<file path="src/rtl/uart_sd_cmd_ctrl.sv">
// UART command parser for card_driver write/read requests, write-pattern generator and FIFO-to-UART forwarder.
// Define UART_CMD_ACK_EN to send "K" after each completed request and "T" after each abandoned command.
module uart_sd_cmd_ctrl #(
    parameter int         ADDR_W      = 32,
    parameter int         LEN_W       = 8,
    parameter int         TIMEOUT_CYC = 5000000,
    parameter logic [7:0] PAT_INIT    = 8'h41
) (
    input  logic              CLOCK50,
    input  logic              nRESET,
    input  logic              RX_STB,
    input  logic [7:0]        RX_DAT,
    output logic              RX_ACK,
    output logic              TX_STB,
    output logic [7:0]        TX_DAT,
    input  logic              TX_ACK,
    input  logic              TX_RDY,
    output logic              WR_STB,
    output logic [ADDR_W-1:0] WR_ADDR,
    output logic [LEN_W-1:0]  WR_LENGTH,
    input  logic              WR_ACK,
    output logic              RD_STB,
    output logic [ADDR_W-1:0] RD_ADDR,
    output logic [LEN_W-1:0]  RD_LENGTH,
    input  logic              RD_ACK,
    output logic              WD_STB,
    output logic [7:0]        WD_DATA,
    input  logic              WD_ACK,
    input  logic              FF_EMPTY,
    output logic              FF_RDEN,
    input  logic [7:0]        FF_Q,
    output logic              BUSY
);
    localparam int AB = ADDR_W / 8;
    localparam int LB = LEN_W / 8;
    localparam int BW = $clog2(AB + LB + 1);
    localparam int TW = $clog2(TIMEOUT_CYC + 1);

    localparam logic [7:0] C_W = 8'h77, C_R = 8'h72, C_M = 8'h6D, C_S = 8'h73;

    localparam logic [2:0] P_IDLE = 3'd0, P_ADDR = 3'd1, P_LEN = 3'd2,
                           P_ISSUE = 3'd3, P_WAIT = 3'd4, P_MODE = 3'd5;
    localparam logic [1:0] F_IDLE = 2'd0, F_RD = 2'd1, F_CAP = 2'd2, F_SEND = 2'd3;

    logic [2:0]        r_pst;
    logic [1:0]        r_fst;
    logic              r_dir;
    logic [BW-1:0]     r_bcnt;
    logic [TW-1:0]     r_to_cnt;
    logic [ADDR_W-1:0] r_addr_sh;
    logic [LEN_W-1:0]  r_len_sh;
    logic [1:0]        r_mode;
    logic [7:0]        r_pat;
    logic [7:0]        w_pat_nxt;
    logic [7:0]        w_seed;
    logic              w_timed, w_timeout, w_ack_done, w_reseed, w_mode_wr;

    assign RX_ACK = RX_STB;
    assign BUSY   = (r_pst != P_IDLE);
    assign WD_STB = 1'b1;
    assign WD_DATA = r_pat;

    assign w_timed    = (r_pst == P_ADDR) || (r_pst == P_LEN) || (r_pst == P_MODE);
    assign w_timeout  = w_timed && !RX_STB && (r_to_cnt == TW'(TIMEOUT_CYC - 1));
    assign w_ack_done = (r_pst == P_WAIT) && (r_dir ? RD_ACK : WR_ACK);
    assign w_reseed   = (r_pst == P_IDLE) && RX_STB && (RX_DAT == C_S);
    assign w_mode_wr  = (r_pst == P_MODE) && RX_STB && !w_timeout;

    always_ff @(posedge CLOCK50 or negedge nRESET) begin
        if (!nRESET)                  r_to_cnt <= '0;
        else if (!w_timed || RX_STB)  r_to_cnt <= '0;
        else                          r_to_cnt <= r_to_cnt + 1'b1;
    end

    always_ff @(posedge CLOCK50 or negedge nRESET) begin
        if (!nRESET) begin
            r_pst     <= P_IDLE;
            r_dir     <= 1'b0;
            r_bcnt    <= '0;
            r_addr_sh <= '0;
            r_len_sh  <= '0;
            WR_STB    <= 1'b0;
            RD_STB    <= 1'b0;
            WR_ADDR   <= '0;
            WR_LENGTH <= '0;
            RD_ADDR   <= '0;
            RD_LENGTH <= '0;
        end else begin
            WR_STB <= 1'b0;
            RD_STB <= 1'b0;
            case (r_pst)
                P_IDLE: if (RX_STB) begin
                    r_bcnt <= '0;
                    if (RX_DAT == C_W)      begin r_dir <= 1'b0; r_pst <= P_ADDR; end
                    else if (RX_DAT == C_R) begin r_dir <= 1'b1; r_pst <= P_ADDR; end
                    else if (RX_DAT == C_M) r_pst <= P_MODE;
                end
                P_MODE: if (w_timeout || RX_STB) r_pst <= P_IDLE;
                P_ADDR: begin
                    if (w_timeout) r_pst <= P_IDLE;
                    else if (RX_STB) begin
                        r_addr_sh <= (r_addr_sh << 8) | ADDR_W'(RX_DAT);
                        if (r_bcnt == BW'(AB - 1)) begin r_bcnt <= '0; r_pst <= P_LEN; end
                        else r_bcnt <= r_bcnt + 1'b1;
                    end
                end
                P_LEN: begin
                    if (w_timeout) r_pst <= P_IDLE;
                    else if (RX_STB) begin
                        r_len_sh <= (r_len_sh << 8) | LEN_W'(RX_DAT);
                        if (r_bcnt == BW'(LB - 1)) begin r_bcnt <= '0; r_pst <= P_ISSUE; end
                        else r_bcnt <= r_bcnt + 1'b1;
                    end
                end
                P_ISSUE: begin
                    if (r_dir) begin RD_STB <= 1'b1; RD_ADDR <= r_addr_sh; RD_LENGTH <= r_len_sh; end
                    else       begin WR_STB <= 1'b1; WR_ADDR <= r_addr_sh; WR_LENGTH <= r_len_sh; end
                    r_pst <= P_WAIT;
                end
                P_WAIT: if (w_ack_done) r_pst <= P_IDLE;
                default: r_pst <= P_IDLE;
            endcase
        end
    end

    // LFSR and rotate lock up at zero, so a zero seed is replaced in those modes
    assign w_seed = (PAT_INIT == 8'h00 && r_mode[1]) ? 8'h01 : PAT_INIT;

    always_comb begin
        w_pat_nxt = r_pat;
        case (r_mode)
            2'd0:    w_pat_nxt = r_pat + 8'd1;
            2'd1:    w_pat_nxt = r_pat;
            2'd2:    w_pat_nxt = {r_pat[6:0], r_pat[7] ^ r_pat[5] ^ r_pat[4] ^ r_pat[3]};
            default: w_pat_nxt = {r_pat[6:0], r_pat[7]};
        endcase
    end

    always_ff @(posedge CLOCK50 or negedge nRESET) begin
        if (!nRESET) begin
            r_pat  <= PAT_INIT;
            r_mode <= 2'd0;
        end else begin
            if (w_reseed)    r_pat <= w_seed;
            else if (WD_ACK) r_pat <= w_pat_nxt;
            if (w_mode_wr)   r_mode <= RX_DAT[1:0];
        end
    end

`ifdef UART_CMD_ACK_EN
    logic r_pend_k, r_pend_t;
`endif

    always_ff @(posedge CLOCK50 or negedge nRESET) begin
        if (!nRESET) begin
            r_fst   <= F_IDLE;
            FF_RDEN <= 1'b0;
            TX_STB  <= 1'b0;
            TX_DAT  <= 8'h00;
`ifdef UART_CMD_ACK_EN
            r_pend_k <= 1'b0;
            r_pend_t <= 1'b0;
`endif
        end else begin
            case (r_fst)
                F_IDLE: begin
`ifdef UART_CMD_ACK_EN
                    if (r_pend_k || r_pend_t) begin
                        TX_DAT <= r_pend_k ? 8'h4B : 8'h54;
                        TX_STB <= 1'b1;
                        if (r_pend_k) r_pend_k <= 1'b0;
                        else          r_pend_t <= 1'b0;
                        r_fst <= F_SEND;
                    end else
`endif
                    if (!FF_EMPTY && TX_RDY) begin
                        FF_RDEN <= 1'b1;
                        r_fst   <= F_RD;
                    end
                end
                F_RD: begin
                    FF_RDEN <= 1'b0;
                    r_fst   <= F_CAP;
                end
                F_CAP: begin
                    TX_DAT <= FF_Q;
                    TX_STB <= 1'b1;
                    r_fst  <= F_SEND;
                end
                default: if (TX_ACK) begin
                    TX_STB <= 1'b0;
                    r_fst  <= F_IDLE;
                end
            endcase
`ifdef UART_CMD_ACK_EN
            // a new event in the same cycle as its send keeps the flag set
            if (w_ack_done) r_pend_k <= 1'b1;
            if (w_timeout)  r_pend_t <= 1'b1;
`endif
        end
    end

endmodule
</file>
<file path="config.mk">
export PLATFORM = sky130hd
export DESIGN_NAME = uart_sd_cmd_ctrl
export DESIGN_NICKNAME = d
export VERILOG_FILES = /design/src/rtl/uart_sd_cmd_ctrl.sv
export SDC_FILE = /design/constraint.sdc
export NUM_CORES = 1
export LEC_CHECK = 0
export CORE_MARGIN = 2
export CORE_UTILIZATION = 48
export CTS_CLUSTER_DIAMETER = 60
export DETAILED_ROUTE_END_ITERATION = 7
export GPL_TIMING_DRIVEN = 0
export PLACE_DENSITY = 0.82
export SLEW_MARGIN = 0
export SYNTH_ARGS = -nofsm -noshare
export SYNTH_HDL_FRONTEND = slang
export SYNTH_SLANG_ARGS = --single-unit
export TNS_END_PERCENT = 100
</file>
<file path="constraint.sdc">
create_clock -name CLOCK50 -period 2.15 [get_ports CLOCK50]
set_clock_uncertainty 0.15 [all_clocks]
set_input_delay 0.43 -clock CLOCK50 [delete_from_list [all_inputs] [get_ports CLOCK50]]
set_output_delay 0.43 -clock CLOCK50 [all_outputs]
set_load 0.02 [all_outputs]
</file>
==> flow_summary_export.csv <==
group,metric,value,unit
timing,final.setup.tns,-0.0395,ns
global_route,grt_overflow,0,
synth,syn_nets,600,
pwr,seqPwrFrac,40.7,%
global_route,grt_pass1_vias,5105,
status,status,"finished, violations left",
clock_tree,clk_pin_slew,0.07,ns
global_route,grt_usage,21.0,%
setup_path,start_kind,"flop",
pwr,power,12.2,mW
drt,drt_wl_total,16.5,mm
timing,relSlewSlack,54.4,%
clock_tree,root_buffer,"clkbuf_16",
floorplan,io_pins,128,
setup_path,crit_fanout,4,
timing,max_slew.worst_pin.slew,0.678,ns
status,violations,"setup timing",
drt,route.detailed.drc,0,
placement,place_congestion,0.874,
setup_path,end_kind,"flop",
synth,yosys_warnings,0,
timing,slew_viol_final,0,
pwr,p_switching,4.17,mW
floorplan,core_area,15100,µm²
drt,first_pass_iters,4,
timing,timing.fmax,457,MHz
pwr,peakVddDrop,787,µV
pwr,netSwitchingFraction,34.0,%
timing,hold_ws,0.329,ns
drt,vias,5008,
synth,synthArstFlopShare,100,%
global_route,grt_pass1_wl,26.4,mm
placement,pre_cts_slack,-0.733,ns
hold_path,hold_path.class,"primary input to asynchronous set/reset pin",
global_route,antenna_found_initial,0,
timing,fin_crit,2.19,ns
floorplan,die_height,128,µm
synth,synth_top_cell_area_share,58.6,%
timing,min_period_over_period,102,%
final_layout,drive_gt1_share,29.9,%
synth,synth-edff-count,0,
final_layout,fin_nets,760,
timing,setup_slack,-0.0395,ns
clock_tree,cts_tree,"yes",
synth,syn_area_per_cell,13.0,µm²
placement,place_area,8870,µm²
clock_tree,clock_sinks,174,
final_layout,layout_commonest_cell,"dfrtp_1",
synth,yosys.area.top_type,"dfrtp_1",
placement,io_buffers,126,
setup_path,critPathKind,"flop to flop",
placement,dpl.hpwl,11.4,mm
timing,finalHoldViolCount,0,
floorplan,num_rows,45,
pwr,clkPwrFrac,24.1,%
floorplan,die_area,16300,µm²
setup_path,crit_arrival,2.36,ns
pwr,p_leak,4.39,nW
final_layout,area_growth,32.4,%
drt,drtAntennaViolNets,0,
final_layout,fillers,1086,
synth,syn_area,7340,µm²
timing,setup_viol,1,
clock_tree,numCtsBuffers,17,
clock_tree,clock_latency,0.43,ns
timing,rsz0062_at_grt,"true",
clock_tree,clockBufferDepth,2,
synth,ys_seq_elements,174,
floorplan,start_util,48.7,%
clock_tree,htree_levels,4,
final_layout,finalInstanceArea,9720,µm²
pwr,p_per_area,1260,nW/µm²
final_layout,final_cell_mix,"dfrtp_1, mux2_2, clkdlybuf4s50_1, nor2_1, nand2_1",
synth,ys_types,55,
drt,wire_per_inst,17.8,µm
synth,seq_area_frac_synth,59.3,%
floorplan,die_width,128,µm
global_route,grt_max_degree,126,
job,cap_viol_max_count,0,
synth,ys_top_cells_by_area,"dfrtp_1, mux2_2, nor2_1, ha_1, o21ai_0",
pwr,combPwrFrac,35.1,%
pwr,p_int,8.07,mW
final_layout,n_antenna_cell,0,
synth,synth_cells,565,
synth,synth_flop_cell,"dfrtp_1",
drt,drt_iter0_drc,286,
setup_path,required,2.32,ns
drt,viasPerCell,5.41,
[synth_stat cells, drive strengths merged (3+ instances only)]
master	n
or4	3
nor3	11
a21oi	13
nand3	12
dfrtp	172
o21bai	4
buf	11
xnor2	12
mux2	130
nor2b	6
inv	14
nor2	35
nor4b	3
ha	10
xor2	9
clkbuf	13
nand2	30
nand2b	3
o21ai	24
a22o	6
and3	4
or3	4
nand4	5
[logic make-up (layout without fill, tap and decap cells)]
logic type	count (synthesis)	count (layout)	synth area share (%)
other	1	1	0.0511
and+or+nand+nor	126	126	8.66
buffers and inverters	38	211	2.11
DFF	174	174	59.3
AOI/OAI and AO/OA	64	64	5.56
xor gates and xnor gates	21	21	2.51
adders and majority gates	10	10	1.70
muxes	131	131	20.1
[through the flow]
stage	utilization [%]	instances
after floorplan	-	565
after global placement	58.6	879
after detailed placement	58.8	880
after CTS	62.8	913
after global routing	64.4	926
final	64.4	926
[metal layers]
metal	share of wire, %	global-route usage [%]
met5	0	0
met4	2.3	8.66
met3	4.0	4.59
met2	50	34.5
met1	43	27.1
[critical path, stage by stage, from the launching register on]
cell     delay [ns]
dfrtp_1        0.40
ha_4           0.15
nand2_1        0.07
or2_4          0.26
or4_4          0.53
and2_4         0.18
o32a_1         0.33
[final timing paths]
kind                        startpoint      endpoint  slack, ns  cells after the start
setup / recovery           r_to_cnt[0]      r_pst[2]      -0.04                      6
hold / removal                  nRESET        RD_STB       0.33                      2
setup reg to reg           r_to_cnt[0]      r_pst[2]      -0.04                      6
hold reg to reg                 TX_STB        TX_STB       0.35                      1
max in group asynchronous       nRESET  r_to_cnt[19]       0.56                      3
min in group CLOCK50            TX_STB        TX_STB       0.35                      1
[state kept, by name, indices dropped and copies added, names as in the netlist, 8 cells and up]
register	flops
RD_LENGTH	8
r_to_cnt	23
WD_DATA	8
RD_ADDR	32
WR_LENGTH	8
r_addr_sh	32
r_len_sh	8
WR_ADDR	32
TX_DAT	8
[power by group through the flow]
stage / Combinational (mW) / Clock (mW) / Sequential (mW)
2_1_floorplan: 1.96 / 0 / 5.41
3_3_place_gp: 4.05 / 0 / 4.95
3_5_place_dp: 4.19 / 0 / 5.02
4_1_cts: 4.22 / 3.01 / 4.97
5_1_grt: 4.66 / 3.16 / 5.13
6_report: 4.30 / 2.96 / 4.99
[area by class of cell]
| cell class | instances | area (µm²) | share of cell area [%] |
|---|---|---|---|
| plain buffers | 23 | 124 | 1.27 |
| clock buffers | 21 | 460 | 4.74 |
| clock inverters | 11 | 106 | 1.09 |
| inverters | 14 | 52.6 | 0.541 |
| multi-input cells | 353 | 2960 | 30.4 |
| flip-flops and latches | 174 | 4360 | 44.9 |
| well taps | 188 | 235 | 2.42 |
| repair buffers | 142 | 1420 | 14.6 |
[timing repair]
action	in CTS	in global routing
hold buffers	1	0
endpoints found under the setup margin	108	116
endpoints found under the hold margin	48	0
pin swaps	0	4
buffers inserted	0	14
resized for setup	16	35
No activity file was read; power rests on OpenSTA's default activity.
